File: src/rtl/seq_divider_16.sv
// seq_divider_16: sequential restoring divider, signed or unsigned.
// 16 shift-subtract cycles, one sign-fix cycle, then a done pulse.
module seq_divider_16 #(
    parameter int WIDTH = 16
) (
    input  logic             clk,
    input  logic             rst_n,
    input  logic             start,
    input  logic             signed_op,
    input  logic [WIDTH-1:0] dividend,
    input  logic [WIDTH-1:0] divisor,
    output logic [WIDTH-1:0] quotient,
    output logic [WIDTH-1:0] remainder,
    output logic             busy,
    output logic             done,
    output logic             div_by_zero
);

    typedef enum logic [1:0] {IDLE, RUN, FIX, DONE} state_t;

    state_t           state;
    state_t           state_nx;
    logic [4:0]       cnt;
    logic [WIDTH:0]   prem;
    logic [WIDTH-1:0] pquo;
    logic [WIDTH-1:0] dvs;
    logic [WIDTH-1:0] a_mag;
    logic [WIDTH-1:0] b_mag;
    logic [WIDTH+1:0] diff;
    logic             q_neg;
    logic             r_neg;
    logic             dz_pend;
    logic             accept;
    logic             dz;

    // Operand magnitudes and the trial subtraction of one iteration
    always_comb begin
        a_mag  = (signed_op && dividend[WIDTH-1]) ? -dividend : dividend;
        b_mag  = (signed_op && divisor[WIDTH-1]) ? -divisor : divisor;
        diff   = {prem, pquo[WIDTH-1]} - {2'b00, dvs};
        accept = (state == IDLE) && !dz_pend && start;
        dz     = (divisor == '0);
    end

    // Next-state logic and status outputs
    always_comb begin
        state_nx = state;
        busy     = 1'b0;
        done     = 1'b0;
        unique case (state)
            IDLE: begin
                if (dz_pend)
                    state_nx = DONE;
                else if (start && !dz)
                    state_nx = RUN;
            end
            RUN: begin
                busy = 1'b1;
                if (cnt == 5'd15)
                    state_nx = FIX;
            end
            FIX: begin
                busy     = 1'b1;
                state_nx = DONE;
            end
            DONE: begin
                done     = 1'b1;
                state_nx = IDLE;
            end
            default: state_nx = IDLE;
        endcase
    end

    // State register
    always_ff @(posedge clk or negedge rst_n) begin
        if (!rst_n)
            state <= IDLE;
        else
            state <= state_nx;
    end

    // Operand capture, iteration datapath and result registers
    always_ff @(posedge clk or negedge rst_n) begin
        if (!rst_n) begin
            cnt         <= '0;
            prem        <= '0;
            pquo        <= '0;
            dvs         <= '0;
            q_neg       <= 1'b0;
            r_neg       <= 1'b0;
            dz_pend     <= 1'b0;
            quotient    <= '0;
            remainder   <= '0;
            div_by_zero <= 1'b0;
        end else begin
            dz_pend <= accept && dz;
            if (accept) begin
                cnt         <= '0;
                prem        <= '0;
                pquo        <= a_mag;
                dvs         <= b_mag;
                q_neg       <= signed_op && (dividend[WIDTH-1] ^ divisor[WIDTH-1]);
                r_neg       <= signed_op && dividend[WIDTH-1];
                div_by_zero <= dz;
                if (dz) begin
                    quotient  <= '1;
                    remainder <= dividend;
                end
            end else if (state == RUN) begin
                prem <= diff[WIDTH+1] ? {prem[WIDTH-1:0], pquo[WIDTH-1]}
                                      : diff[WIDTH:0];
                pquo <= {pquo[WIDTH-2:0], ~diff[WIDTH+1]};
                cnt  <= cnt + 5'd1;
            end else if (state == FIX) begin
                quotient  <= q_neg ? -pquo : pquo;
                remainder <= r_neg ? -prem[WIDTH-1:0] : prem[WIDTH-1:0];
            end
        end
    end

endmodule
File: config.mk
export PLATFORM = sky130hd
export DESIGN_NAME = seq_divider_16
export DESIGN_NICKNAME = d
export VERILOG_FILES = /design/src/rtl/seq_divider_16.sv
export SDC_FILE = /design/constraint.sdc
export NUM_CORES = 1
export LEC_CHECK = 0
export CORE_MARGIN = 4
export CORE_UTILIZATION = 40
export CTS_BUF_LIST = sky130_fd_sc_hd__clkbuf_4
export CTS_CLUSTER_DIAMETER = 100
export DETAILED_ROUTE_END_ITERATION = 6
export PLACE_DENSITY = 0.56
export REMOVE_ABC_BUFFERS = 1
export SLEW_MARGIN = 0
export SYNTH_ARGS = -nofsm -noshare
export SYNTH_HDL_FRONTEND = slang
export SYNTH_SLANG_ARGS = --single-unit
File: constraint.sdc
create_clock -name clk -period 3.5 [get_ports clk]
set_input_delay 0.7 -clock clk [delete_from_list [all_inputs] [get_ports clk]]
set_output_delay 0.7 -clock clk [all_outputs]
set_load 0.02 [all_outputs]
==> results.ini, run 1 <==
[status]
status = finished, final reports clean

[floorplanning]
start_util_pct = 40.9
ios = 71
die_h_um = 130
die_w_um = 130
core_sq_mm = 0.0145
die_area_sq_mm = 0.0169
row_count = 44

[flow_run]
maxCapViolCount = 0

[route]
drt-pass1-iter-count = 5
remaining_drc_errors = 0
vias_per_cell = 5.27
routed_wl_mm = 14.2
drtAntennaViolNets = 0
vias = 4987
first_iter_violations = 250
post_drt_wl_per_cell_um = 15.0

[global_routing]
grt_pass1_wl_mm = 23.6
use_met2_pct = 29.5
met1_usage_pct = 22.9
grt.busiest_layer = met2
grt_usage_pct = 17.5
grt_pass1_vias = 4778
grt.overflow.total = 0
grt_antenna_before_repair = 1
use_met3_pct = 2.87
grt_max_degree = 93

[synth]
yosys_warnings = 0
synth_top_area_share_pct = 38.7
syn_area_sq_mm = 0.00595
syn_inst = 699
synthTopCellsByArea = dfrtp_1, o21ai_0, ha_1
synth-edff-count = 0
ys.flop_type = dfrtp_1
yosysTopAreaCell = dfrtp_1
synth.avg_cell_area_sq_um = 8.51
async_flop_share_pct = 100
yosysSeqAreaShare_pct = 38.7
yosysUniqueCellTypes = 50
yosys_register_bits = 92

[cells_and_area]
layout-drive-gt1-share_pct = 4.47
area.growth.synth_to_final_pct = 17.8
fin_cells = 946
layout_commonest_cell = dfrtp_1
nNetsFinal = 820
layout_common_cells = dfrtp_1, nand2_1, o21ai_0
multi_input_area_sq_mm = 0.00337
ff_latch_area_sq_mm = 0.00230
utilization_pct = 48.2
fill_cells = 1448

[critical_path]
cp_max_fo = 12
path_class = flip-flop to flip-flop
worstPathArrival_ns = 3.46
cp_cell_sequence = ha_1 > nor2b_1 > o21ai_1 > o211a_1 > o31a_1 > o31ai_2 > xnor2_1 > or4_1 > a31oi_1
critPathRequiredTime_ns = 3.89
slowest_delay_ns = 0.55
crit_slowest_cell = or4_1
worstSetupEndpointType = flip-flop
start_kind = flip-flop

[placed_design]
dpl.hpwl_mm = 10.7
io_buffers = 70
place.gp.congestion = 0.776
place_worst_setup_slack_ns = 0.359
dp.cells = 929

[sta]
finalSetupViolCount = 0
tightestPinTransition_ns = 0.956
grt_setup_unrepaired = false
skew_ns = 0.00879
drv_slew = 0
finalCriticalPeriod_ns = 3.08
maxSlewHeadroom_pct = 35.8
fmax_mhz = 325
setup_ws_ns = 0.423
finalHoldViolations = 0
fin_crit_sh_pct = 87.9

[power]
clkPwrFrac_pct = 8.3
power.density_mw_per_mm2 = 1020
power.internal_w = 0.00381
pwr-share-comb_pct = 62.8
switching_share_pct = 46.9
power_leakage_nw = 2.97
power_switching_w = 0.00336
seq_power_share_pct = 28.9
peakVddDrop_mv = 0.374

[clocking]
cts-htree-levels = 3
insertion_delay_ns = 0.46
cts_buffers = 9
cts_root_buffer = clkbuf_4
cts_resized = 0
cts_tree = yes
clock_sinks = 92
hold_buffers = 0
clk_path_buf_depth = 2
post_cts_buffers = 0
clk_pin_slew_ns = 0.14

[min_path]
hp-class = primary input to async pin

-- Yosys cell counts (5+ instances only) --
| master | number |
|---|---|
| dfrtp_1 | 92 |
| nand2_1 | 85 |
| o21ai_0 | 79 |
| nor2_1 | 63 |
| a21oi_1 | 59 |
| inv_1 | 37 |
| xor2_1 | 37 |
| xnor2_1 | 35 |
| clkbuf_1 | 29 |
| ha_1 | 27 |
| mux2i_1 | 27 |
| o31ai_1 | 18 |
| nor3_1 | 12 |
| nand3_1 | 9 |
| and3_1 | 7 |
| or4_1 | 7 |
| a31oi_1 | 6 |
| o41ai_1 | 6 |
| nor2b_1 | 5 |
-- worst paths after layout --
kind / end / slack (ns) / startpoint / cells past startpoint
max: prem[16] / 0.42 / prem[0] / 9
max reg2reg: prem[16] / 0.42 / prem[0] / 9
min in group clk: dvs[13] / 0.49 / dvs[13] / 2
min: quotient[13] / 0.27 / rst_n / 2
min reg2reg: dvs[13] / 0.49 / dvs[13] / 2
max in group asynchronous: dvs[1] / 2.87 / rst_n / 2
-- power groups by stage --
stage	Sequential (W)	Combinational [W]	Clock [W]
3_5_place_dp	0.00211	0.00454	0
3_3_place_gp	0.00209	0.00443	0
6_report	0.00208	0.00450	0.000596
4_1_cts	0.00208	0.00455	0.000623
2_1_floorplan	0.00218	0.00304	0
5_1_grt	0.00217	0.00507	0.000662
-- metrics by stage --
stage	hold slack (ns)	total power, W	cell area [sq um]	TNS [ns]
after floorplan	0.404	0.00521	5800	-24.50
after global placement	0.462	0.00652	6870	0
after global routing	0.293	0.00790	7010	0
final	0.272	0.00717	7010	0
after CTS	0.253	0.00726	7010	0
after detailed placement	0.472	0.00664	6870	0
-- metal layers --
layer	part of all wire (%)	vias to the layer above	wire length (um)
li1	-	2554	-
met1	46	2336	6520
met2	49	84	6890
met3	3.7	13	524
met4	1.5	0	210
met5	0	-	0
-- critical path: cells and delay by family (launching register included) --
kind | cells | cell delay (ns)
XOR/XNOR | 1 | 0.35
flip-flops | 1 | 0.50
AO/OA/AOI/OAI | 5 | 1.17
AND/OR/NAND/NOR | 2 | 0.67
adder cells (fa/ha/maj) | 1 | 0.32
-- area by class of cell --
type / count / share of cell area [%]
Antenna cell: 1 / 0.0357
Clock buffer: 11 / 1.18
Clock inverter: 5 / 0.750
Inverter: 37 / 1.98
Multi-Input combinational cell: 534 / 48.1
Sequential cell: 92 / 32.9
Tap cell: 184 / 3.29
Timing Repair Buffer: 82 / 11.8
-- cell families (layout without fill, tap and decap cells) --
family / count (synthesis) / after routing / synth area share [%]
flops: 92 / 92 / 38.7
simple gates: 210 / 210 / 15.7
other cells: 0 / 1 / 0
buf+inv: 73 / 135 / 4.77
mux: 27 / 27 / 4.54
fa+ha+maj: 28 / 28 / 6.01
xor+xnor: 73 / 73 / 10.9
compound gates: 196 / 196 / 19.4
-- state kept, by name, indices dropped and copies added (netlist names) --
register,count
q_neg,1
remainder,16
pquo,16
dz_pend,1
r_neg,1
state,2
prem,17
cnt,5
quotient,16
dvs,16
div_by_zero,1
No activity file was read; power rests on OpenSTA's default activity.
==> run 2: changes to the inputs <==
CTS_CLUSTER_DIAMETER = 30   (was 100)
==> results of run 2 <==
The final DEF is identical to that of run 1; final timing and power are the same.
